File: config.mk
export PLATFORM = sky130hd
export DESIGN_NAME = spectrum_line_feeder
export DESIGN_NICKNAME = d
export VERILOG_FILES = /design/src/rtl/spectrum_line_feeder_pkg.sv /design/src/rtl/spectrum_line_feeder_dpram.sv /design/src/rtl/spectrum_line_feeder.sv
export SDC_FILE = /design/constraint.sdc
export NUM_CORES = 1
export LEC_CHECK = 0
export BUFFER_PORTS_ARGS = -buffer_cell sky130_fd_sc_hd__buf_2
export CAP_MARGIN = 15
export CORE_ASPECT_RATIO = 0.6
export CORE_MARGIN = 5
export CORE_UTILIZATION = 40
export CTS_BUF_LIST = sky130_fd_sc_hd__clkbuf_4 sky130_fd_sc_hd__clkbuf_8
export CTS_CLUSTER_SIZE = 20
export DETAILED_ROUTE_END_ITERATION = 6
export MAX_ROUTING_LAYER = met4
export PLACE_DENSITY_LB_ADDON = 0.05
export SYNTH_ARGS = -nofsm -noshare
export SYNTH_HDL_FRONTEND = slang
export SYNTH_HIERARCHICAL = 1
export SYNTH_SLANG_ARGS = --single-unit
File: constraint.sdc
create_clock -name lcd_clk -period 3.5 [get_ports lcd_clk]
set_input_delay 0.35 -clock lcd_clk [delete_from_list [all_inputs] [get_ports lcd_clk]]
set_output_delay 0.35 -clock lcd_clk [all_outputs]
set_load 0.05 [all_outputs]
File: src/rtl/spectrum_line_feeder_pkg.sv
// Shared constants, bank encoding and magnitude scaling for the spectrum line feeder.
// N_BINS*ROW_PITCH+ROW_OFFSET must stay within V_LCD_DISP so every bar fits on screen.
package spectrum_line_feeder_pkg;

    localparam int N_BINS     = 64;
    localparam int V_LCD_DISP = 480;
    localparam int H_LCD_DISP = 800;
    localparam int MAG_SHIFT  = 4;
    localparam int ROW_PITCH  = 6;
    localparam int ROW_OFFSET = 8;

    localparam int BIN_W = $clog2(N_BINS);
    localparam int CNT_W = 7;

    typedef enum logic {
        BANK_0 = 1'b0,
        BANK_1 = 1'b1
    } bank_t;

    // Bar length in pixels: shifted magnitude clamped to the last LCD column.
    function automatic logic [15:0] scale_mag(input logic [15:0] mag,
                                              input int shift,
                                              input int h_disp);
        logic [15:0] shifted;
        shifted = mag >> shift;
        return (shifted > 16'(h_disp - 1)) ? 16'(h_disp - 1) : shifted;
    endfunction

endpackage

File: src/rtl/spectrum_line_feeder_dpram.sv
// Ping-pong magnitude store: one write port, one synchronous read port (1-cycle latency).
// The bank bit is the address MSB, so both frames share one array.
module spectrum_dpram
    import spectrum_line_feeder_pkg::*;
#(
    parameter int ADDR_W = BIN_W + 1,
    parameter int DATA_W = 16
) (
    input  logic              clk,
    input  logic              we,
    input  logic [ADDR_W-1:0] waddr,
    input  logic [DATA_W-1:0] wdata,
    input  logic [ADDR_W-1:0] raddr,
    output logic [DATA_W-1:0] rdata
);

    logic [DATA_W-1:0] mem [0:(1 << ADDR_W) - 1];

    always_ff @(posedge clk) begin
        if (we) begin
            mem[waddr] <= wdata;
        end
        rdata <= mem[raddr];
    end

endmodule

File: src/rtl/spectrum_line_feeder.sv
// Buffers one FFT magnitude frame in a ping-pong RAM and feeds bar lengths to the LCD
// drawing stage; banks swap only at the display-frame wrap so a bar set never tears.
module spectrum_line_feeder
    import spectrum_line_feeder_pkg::*;
(
    input  logic        lcd_clk,
    input  logic        sys_rst_n,
    input  logic [15:0] fft_mag,
    input  logic        fft_valid,
    input  logic        fft_sop,
    input  logic        fft_eop,
    input  logic [10:0] pixel_xpos,
    input  logic [10:0] pixel_ypos,
    input  logic        data_req,
    input  logic        wr_over,
    output logic [6:0]  line_cnt,
    output logic [15:0] line_length,
    output logic        frame_swap
);

    localparam int ADDR_W = BIN_W + 1;
    localparam logic [CNT_W-1:0] LAST_BIN  = CNT_W'(N_BINS - 1);
    localparam logic [CNT_W-1:0] BIN_LIMIT = CNT_W'(N_BINS);

    bank_t             rd_bank;
    bank_t             wr_bank;
    logic [CNT_W-1:0]  wr_addr;
    logic              wr_active;
    logic              frame_ok;
    logic              wr_full;
    logic              spec_valid;
    logic [ADDR_W-1:0] rd_addr;
    logic [ADDR_W-1:0] ram_waddr;
    logic [BIN_W-1:0]  wr_slot;
    logic [15:0]       ram_dout;
    logic [15:0]       pend_len;
    logic              ram_we;
    logic              wrap;
    logic              do_swap;
    logic              resync;
    logic              eop_full;

    always_comb begin
        ram_we    = fft_valid && (fft_sop || (wr_active && (wr_addr < BIN_LIMIT)));
        wr_slot   = fft_sop ? '0 : wr_addr[BIN_W-1:0];
        ram_waddr = {wr_bank, wr_slot};
        wrap      = wr_over && (line_cnt == LAST_BIN);
        do_swap   = wrap && wr_full;
        resync    = (pixel_xpos == '0) && (pixel_ypos == '0);
        eop_full  = fft_valid && fft_eop && !fft_sop && wr_active && (wr_addr >= LAST_BIN);
    end

    spectrum_dpram #(
        .ADDR_W (ADDR_W),
        .DATA_W (16)
    ) u_ram (
        .clk   (lcd_clk),
        .we    (ram_we),
        .waddr (ram_waddr),
        .wdata (fft_mag),
        .raddr (rd_addr),
        .rdata (ram_dout)
    );

    // A swap mid-frame splits that frame across banks, so frame_ok blocks its completion.
    always_ff @(posedge lcd_clk or negedge sys_rst_n) begin
        if (!sys_rst_n) begin
            wr_addr   <= '0;
            wr_active <= 1'b0;
            frame_ok  <= 1'b0;
            wr_full   <= 1'b0;
        end else begin
            if (fft_valid && fft_sop) begin
                wr_addr   <= CNT_W'(1);
                wr_active <= 1'b1;
                frame_ok  <= 1'b1;
                wr_full   <= 1'b0;
            end else if (fft_valid && wr_active && (wr_addr < BIN_LIMIT)) begin
                wr_addr <= wr_addr + CNT_W'(1);
            end
            if (eop_full && frame_ok) begin
                wr_full <= 1'b1;
            end
            if (do_swap) begin
                wr_full  <= 1'b0;
                frame_ok <= 1'b0;
            end
        end
    end

    always_ff @(posedge lcd_clk or negedge sys_rst_n) begin
        if (!sys_rst_n) begin
            line_cnt    <= '0;
            line_length <= '0;
            frame_swap  <= 1'b0;
            rd_bank     <= BANK_0;
            wr_bank     <= BANK_1;
            spec_valid  <= 1'b0;
        end else begin
            frame_swap <= do_swap;
            if (wr_over) begin
                line_cnt <= wrap ? '0 : line_cnt + CNT_W'(1);
                if (do_swap) begin
                    rd_bank    <= wr_bank;
                    wr_bank    <= rd_bank;
                    spec_valid <= 1'b1;
                end
            end else if (data_req) begin
                line_length <= pend_len;
            end
            if (resync) begin
                line_cnt <= '0;
            end
        end
    end

    // Free-running prefetch: address, RAM read, then scale; settles 3 cycles after a change.
    always_ff @(posedge lcd_clk or negedge sys_rst_n) begin
        if (!sys_rst_n) begin
            rd_addr  <= '0;
            pend_len <= '0;
        end else begin
            rd_addr  <= {rd_bank, line_cnt[BIN_W-1:0]};
            pend_len <= spec_valid ? scale_mag(ram_dout, MAG_SHIFT, H_LCD_DISP) : '0;
        end
    end

endmodule

# [Word-level counts from Yosys, hierarchy flattened]
# Memory sizes are Yosys's and may differ from the RTL's. A register that Yosys moved wholly into a read port is not among the register bits.
# Index checks and enable logic that the tools add are counted.
[totals] ff_bits=52 mem_bits_rw=2048 output_inout_bits=24 word_cells=58 mem_count=1
[mem_list] memory="u_ram.mem" words=128 word_bits=16 rd=1 rd_ports_with_merged_regs=1 wr=1 line="spectrum_line_feeder_dpram.sv:17" text="logic [DATA_W-1:0] mem [0:(1 << ADDR_W) - 1];"
[op_classes] n_addsub=2 magnitude_cmp=3 eq_ne=1 n_mux=15 n_bitwise=1 n_reduce_logical=23
[ops] op="$mux W7" count=5
[ops] op="$mux W12" count=2
[ops] op="$logic_not A11 Y1" count=2
[ops] op="$add A7 B1 Y7 const B" count=2
[ops] op="$logic_and A1 B1 Y1" count=13
[ops] op="$gt A12 B10 Y1 const B" count=1
[ops] op="$eq A7 B6 Y1 const B" count=1
[ops] op="$ge A7 B6 Y1 const B" count=1
[ops] op="$lt A7 B7 Y1 const B" count=1
[ops] op="$mux W1" count=7
[ops] op="$mux W6" count=1
[ops] op="$reduce_bool A2 Y1" count=3
[ops] op="$reduce_and A2 Y1" count=2
[ops] op="$reduce_bool A3 Y1" count=1
[ops] op="$logic_not A1 Y1" count=1
[ops] op="$logic_or A1 B1 Y1" count=1
[ops] op="$not A1 Y1" count=1

# [Longest topological paths before layout]
# Gate-level depths: netlist of the first run.
[depth] ltp_word=7 ltp_mapped=8 mapped_depth_nobuf=6

# [By module]
# Netlist of the first run, hierarchy kept.
[by_module_without_submodules] module="spectrum_dpram" n_inst=1 cells_each=3086 area_each_um2=78522.8 seq_area_each_um2=61819.3
[by_module_without_submodules] module="spectrum_line_feeder" n_inst=1 cells_each=171 area_each_um2=2153.3 seq_area_each_um2=1302.5

# [Least setup slack after synthesis of the first run]
# OpenSTA, ideal clock, no wires.
[synth_path] kind="input -> register" startpoint="input port fft_sop" endpoint="memory u_ram.mem[82][0], enable pin" setup_time_ns=0.409 arrival_time_ns=2.536 required_ns=3.091 setup_slack_ns=0.554 stages=5 n_path_buf=1 path_cell_list="buf_1 > nor2b_1 > nor2b_1 > nand3_1 > nor3_1"
[synth_via] word_cells_on_any_way=5 cone_classes="mux (3); reduce/logical (2)"
[synth_rtl] element="from (decl)" line="spectrum_line_feeder.sv:10" text="input logic fft_sop,"
[synth_rtl] element="$mux W6" line="spectrum_line_feeder.sv:45" text="wr_slot = fft_sop ? '0 : wr_addr[BIN_W-1:0];"
[synth_rtl] element="net wr_slot[4]" line="spectrum_line_feeder.sv:34" text="logic [BIN_W-1:0] wr_slot;"
[synth_rtl] element="to (decl)" line="spectrum_line_feeder_dpram.sv:17"
# The timed path passes the listed nets, and every way through them passes these cells.

==> run metrics, run 1 <==
vias in the first global route=29.31k; DR iter-0 viols=3127; Hold Crit Class=primary input to flip-flop; Fin Clk Skew=0.02452 ns; Post-CTS Setup Inserts=0; CTS tree=yes; Internal Power=33.47 mW; Initial Util=40.22%; Clock Sinks=1600; Post-route DRC=0; crit path cell chain=buf_12 > buf_12 > mux4_2 > mux4_2 > mux4_2 > mux2_2; pre-CTS setup slack=0.2044 ns; Area Growth Syn to Fin=15.37%; Worst-Margin Slew=0.9449 ns; post-layout min period=3.263 ns; design area=70830 µm²; switching share of total power=29.18%; # rows=111; worst stage delay on the critical path=0.60 ns; RSZ-0062 raised after global routing=no; Placed Instances=4727; RePlAce Congestion=0.7692; setup TNS=0 ns; Critical Path Most Common Cell=mux4_2; drt via density=5.556; Max Slew Vio Count=0; final std cells w/o fill=5189; number of buffers and inverters on the critical path=2; R2R Path Start=rd_addr[0]; largest net degree at the start of global routing=91; core footprint=152600 µm²; Avg WL per Cell=31.28 µm; total power=47.27 mW; Sw Pwr=13.79 mW; PwrDens=667.4 nW/µm²; Setup CP Type=flip-flop to flip-flop; crit path DAT=4.06 ns; global router's overall resource usage=20.84%; placed instance area=66110 µm²; clk root buf=clkbuf_8; worst setup path startpoint=rd_addr[0]; Final setup viols=0; sequential share of power=45.7%; leakage power=22.43 nW; fin util=46.40%; period utilisation layout=93.23%; critical path's top delay family=multiplexers; htree depth=4; CP max-delay cell=mux4_2; Clk network pwr share=30.5%; total number of vias=28.83k; first-pass GRT wire length=228500 µm; outcome=complete, no violations; final worst setup slack=0.2370 ns; Worst slew margin=37.01%; combinational fraction of design power=23.8%; Avg Cell Area, Syn=23.90 µm²; Final ANT Viol Nets=0; Crit. End Element=flip-flop; min-delay src=data_req; critical path required time=4.30 ns; die area=161700 µm²; Final nets=2994; later-pin clock latency in the skew report=0.93 ns; Die Wd=515.8 µm; Hold Fails Final Rpt=0; final WL=162300 µm; Max Cap Viol=0; initial antenna violation count=28; Worst Setup Start Kind=flip-flop; Fin Hold WS=0.2945 ns; post_cts resized=0; Reg clk slew, reported paths=0.06 ns; DP HPWL=101200 µm; crit-path max FO=36; Mapped Cells=2569; total congestion overflow=0; CTS Buf Count=227; 1st-pass router iterations=7; Die Y=313.5 µm; share of post-route cells with drive strength above 1=38.31%; CTS max path bufs=3; Port Buffers=60; io pins=69; Peak supply drop=0.3523 mV; yosys warns=6; fmax=0.3065 GHz; synthesized area=61390 µm²
-- timing repair --
action                                 in CTS  in global routing
endpoints found under the hold margin     633                  0
setup endpoints to repair                   0                  0
hold buffers                               25                  0
-- state kept, by name, summed over array words and instances (netlist names) --
name and count:
wr_bank 1, rd_addr 7, spec_valid 1, wr_active 1, u_ram/mem 1536, wr_full 1, line_length 12, rd_bank 1
pend_len 12, frame_ok 1, line_cnt 7, frame_swap 1, wr_addr 7, u_ram/rdata 12
-- layer usage --
metal	vias up	share of wire [%]	track usage, %
met1	15820	48	32.80
met5	-	0	-
li1	11730	-	-
met2	1069	42	28.06
met3	215	8.3	4.046
met4	0	1.7	4.769
-- final cells by class --
| cell class | count | area (µm²) |
|---|---|---|
| diodes | 12 | 30.03 |
| clock buffers | 319 | 3890 |
| fillers | 12530 | 81810 |
| well taps | 2034 | 2545 |
| inverters | 3 | 11.26 |
| flip-flops and latches | 1600 | 47680 |
| multi-input cells | 798 | 13030 |
| repair buffers | 317 | 3103 |
| clock inverters | 106 | 531.8 |
-- worst register-to-register path, stage by stage, from the launching register on --
cell and delay, ns:
dfrtp_4 0.54, buf_12 0.22, buf_12 0.36, mux4_2 0.60
mux4_2 0.54, mux4_2 0.60, mux2_2 0.30
-- power groups by stage --
stage / clock network (mW) / logic [mW] / registers [mW]
final: 14.4 / 11.2 / 21.6
after global routing: 15.8 / 11.7 / 21.6
after CTS: 14.9 / 11.4 / 21.6
after detailed placement: 0 / 11.3 / 22.0
after global placement: 0 / 11.3 / 22.0
after floorplan: 0 / 6.32 / 21.8
-- layout by cell type, fill, tap and decap left out, types with 6 or more instances in the layout --
| cell type | count |
|---|---|
| mux2_2 | 24 |
| dfrtp_1 | 45 |
| conb_1 | 6 |
| clkinv_2 | 27 |
| buf_2 | 48 |
| buf_12 | 62 |
| diode_2 | 12 |
| clkinv_1 | 66 |
| nor2_1 | 133 |
| nor2b_1 | 12 |
| mux4_2 | 504 |
| clkbuf_8 | 239 |
| a21oi_1 | 6 |
| clkbuf_4 | 80 |
| clkinvlp_4 | 8 |
| dfxtp_1 | 12 |
| buf_4 | 181 |
| nand2_1 | 22 |
| nand3_1 | 17 |
| dlygate4sd3_1 | 24 |
| nor3_2 | 9 |
| edfxtp_1 | 1536 |
-- path summary, 6_finish.rpt --
check                                   to  slack [ns]  depth (start not counted)
min reg2reg                     rd_addr[6]        0.42                          0
min                        line_length[11]        0.29                          3
max in group asynchronous          wr_bank        2.59                          4
max reg2reg                 u_ram/rdata[5]        0.24                          6
min in group asynchronous      line_cnt[2]        0.52                          4
max                         u_ram/rdata[5]        0.24                          6
Power figures use the tool's default switching activity.
==> run 2, diff against run 1 <==
CORE_ASPECT_RATIO = 0.7   (was 0.6)
GPL_ROUTABILITY_DRIVEN = 0   (was not set)
GPL_TIMING_DRIVEN = 0   (was not set)
==> run 2 against run 1 <==
  * The run now ends with setup timing left
  * Worst hold slack worse by 0.070 ns
  * Register-to-register slack worse by 0.35 ns
  * Critical path depth is 2 lower
  * Worst setup slack worse by 0.35 ns
  * Non-clock buffer count is 42 higher
  * Critical endpoint is now u_ram/mem[63][15]
  * Critical path type unchanged
  * Fmax is 9.7% lower
  * Core utilization is 0.26 points higher
  * Clock power is 5% higher
  * Highest routed layer unchanged
  * Sequential power hardly changed
  * Sequential share of layout area is 0.43 points lower
  * Power is 3.0% higher
==> run metrics, run 2 (same netlist as run 1, synthesis figures left out) <==
outcome=finished, violations left (was complete, no violations); violated checks=setup timing; Filler cells=12.58k (was 12.53k); # rows=120 (was 111); io pins=69 (unchanged); CTS max path bufs=3 (unchanged); R2R Path Start=wr_addr[5] (was rd_addr[0]); Post-route DRC=0 (unchanged); crit path cell chain=nor2b_1 > nor2b_1 > nand3_1 > nor2_2 (was buf_12 > buf_12 > mux4_2 > mux4_2 > mux4_2 > mux2_2); Largest Register=u_ram/mem (unchanged); initial antenna violation count=43 (was 28); Final setup viols=24 (was 0); share of post-route cells with drive strength above 1=39.57% (was 38.31%); Die Y=337.8 µm (was 313.5 µm); critical path required time=4.06 ns (was 4.30 ns); clk root buf=clkbuf_8 (unchanged); Final nets=3048 (was 2994); total congestion overflow=0 (unchanged); CTS Buf Count=239 (was 227); later-pin clock latency in the skew report=0.95 ns (was 0.93 ns); core footprint=152700 µm² (was 152600 µm²); Worst-Margin Slew=1.114 ns (was 0.9449 ns); Worst Setup Start Kind=flip-flop (unchanged); PwrDens=683.5 nW/µm² (was 667.4 nW/µm²); Max Cap Viol=0 (unchanged); commonest cells after routing, fill and taps aside=1536 x edfxtp_1, 504 x mux4_2, 258 x clkbuf_8 (was 1536 x edfxtp_1, 504 x mux4_2, 239 x clkbuf_8); Reg clk slew, reported paths=0.07 ns (was 0.06 ns); CTS tree=yes (unchanged); period utilisation layout=103.2% (was 93.23%); Port Buffers=59 (was 60); commonest non-fill, non-tap cell in the layout=edfxtp_1 (unchanged); RSZ-0062 raised after global routing=yes (was no); number of buffers and inverters on the critical path=0 (was 2); Setup CP Type=flip-flop to flip-flop (unchanged); Max Slew Vio Count=0 (unchanged); fmax=0.2769 GHz (was 0.3065 GHz); final worst setup slack=-0.1119 ns (was 0.2370 ns); CP max-delay cell=nor2_2 (was mux4_2); worst stage delay on the critical path=0.97 ns (was 0.60 ns); crit-path max FO=12 (was 36); post-layout min period=3.612 ns (was 3.263 ns); Crit. End Element=flip-flop (unchanged); first-pass GRT wire length=245000 µm (was 228500 µm); r2r worst-path depth=4 (was 6); Worst slew margin=25.76% (was 37.01%); 1st-pass router iterations=5 (was 7); Area Growth Syn to Fin=16.07% (was 15.37%); Fin Clk Skew=0.04848 ns (was 0.02452 ns); htree depth=4 (unchanged); total power=48.71 mW (was 47.27 mW); total number of vias=30.09k (was 28.83k); DP HPWL=120400 µm (was 101200 µm); largest net degree at the start of global routing=109 (was 91); Hold Crit Class=primary input to flip-flop (unchanged); min-delay src=wr_over (was data_req); leakage power=22.44 nW (was 22.43 nW); fin util=46.67% (was 46.40%); DR iter-0 viols=3845 (was 3127); FF-to-FF End=u_ram/mem[63][15] (was u_ram/rdata[5]); WHS Path Cells=3 (unchanged); critical path's top delay family=simple AND/OR/NAND/NOR gates (was multiplexers); Peak supply drop=0.3968 mV (was 0.3523 mV); drt via density=5.757 (was 5.556); vias in the first global route=29.86k (was 29.31k); Die Wd=478.3 µm (was 515.8 µm); crit path DAT=4.18 ns (was 4.06 ns); Critical Path Most Common Cell=nor2b_1 (was mux4_2); Initial Util=40.21% (was 40.22%); flop-to-flop setup slack=-0.11 ns (was 0.24 ns); max reg flops=1536 (unchanged); Hold Fails Final Rpt=0 (unchanged); global router's overall resource usage=22.90% (was 20.84%); Avg WL per Cell=34.36 µm (was 31.28 µm); Clock Sinks=1600 (unchanged); die area=161500 µm² (was 161700 µm²); final WL=179600 µm (was 162300 µm); worst hold endpoint=line_cnt[3] (was line_length[11]); Final ANT Viol Nets=0 (unchanged)
-- run 2: cell type report --
cell class | instances | area (µm²) | share of cell area (%)
clock inverter | 118 | 683.2 | 0.9587
antenna | 7 | 17.52 | 0.02458
tap | 2013 | 2519 | 3.534
multi-input combinational | 798 | 13460 | 18.89
inverter | 3 | 11.26 | 0.01580
buffer | 172 | 978.4 | 1.373
sequential | 1600 | 47670 | 66.90
clock buffer | 329 | 4046 | 5.678
timing repair buffer | 187 | 1876 | 2.632
-- run 2: per-layer routing --
| metal | part of all wire, % | vias up | routed length, µm | global-route usage [%] |
|---|---|---|---|---|
| li1 | - | 11870 | - | - |
| met1 | 46 | 16620 | 81750 | 34.36 |
| met2 | 44 | 1346 | 78630 | 32.05 |
| met3 | 8.9 | 254 | 15930 | 5.408 |
| met4 | 1.8 | 0 | 3285 | 5.055 |
| met5 | 0 | - | 0 | - |
-- run 2: worst min-delay path, cell delays in order --
cell	delay, ns
dlygate4sd3_1	0.54
buf_6	0.14
a311oi_1	0.10
-- run 2: worst max-delay path by stage --
stage | startpoint | end | slack, ns | cells after the start
detailed placement | rd_addr[2] | u_ram/rdata[9] | -1.18 | 7
global route | wr_addr[5] | u_ram/mem[63][15] | -0.20 | 4
CTS | wr_addr[6] | u_ram/mem[20][15] | -0.09 | 8
global placement | rd_addr[2] | u_ram/rdata[9] | -1.75 | 7
finish | wr_addr[5] | u_ram/mem[63][15] | -0.11 | 4
floorplan | rd_addr[0] | u_ram/rdata[10] | 0.70 | 6
-- run 2: timing repair --
action                                 in CTS  in global routing
endpoints found under the hold margin     667                  0
pin swaps                                   0                  0
setup endpoints to repair                 985                411
buffers inserted                            3                  0
gates resized for setup                   182                 45
hold buffers                               24                  0
-- run 2: power breakdown --
| part | leakage, nW | total, mW | internal (mW) | switching [mW] |
|---|---|---|---|---|
| Sequential | 14.6 | 21.4 | 21.2 | 0.181 |
| Combinational | 5.35 | 12.2 | 4.81 | 7.38 |
| Clock | 2.50 | 15.1 | 7.85 | 7.27 |
| Total | 22.4 | 48.7 | 33.9 | 14.8 |
-- run 2: stage by stage --
step	instances	setup TNS (ns)	hold slack [ns]	worst slack [ns]	area, µm²
6_report	5227	-2.457	0.2248	-0.1119	71260
3_3_place_gp	4646	-1358.98	0.3953	-1.748	64230
4_1_cts	5215	-3.199	0.1224	-0.09486	71090
2_1_floorplan	2574	0	0.05441	0.7009	61410
5_1_grt	5224	-4.490	0.1593	-0.1966	71250
3_5_place_dp	4742	-730.68	0.3912	-1.180	65550
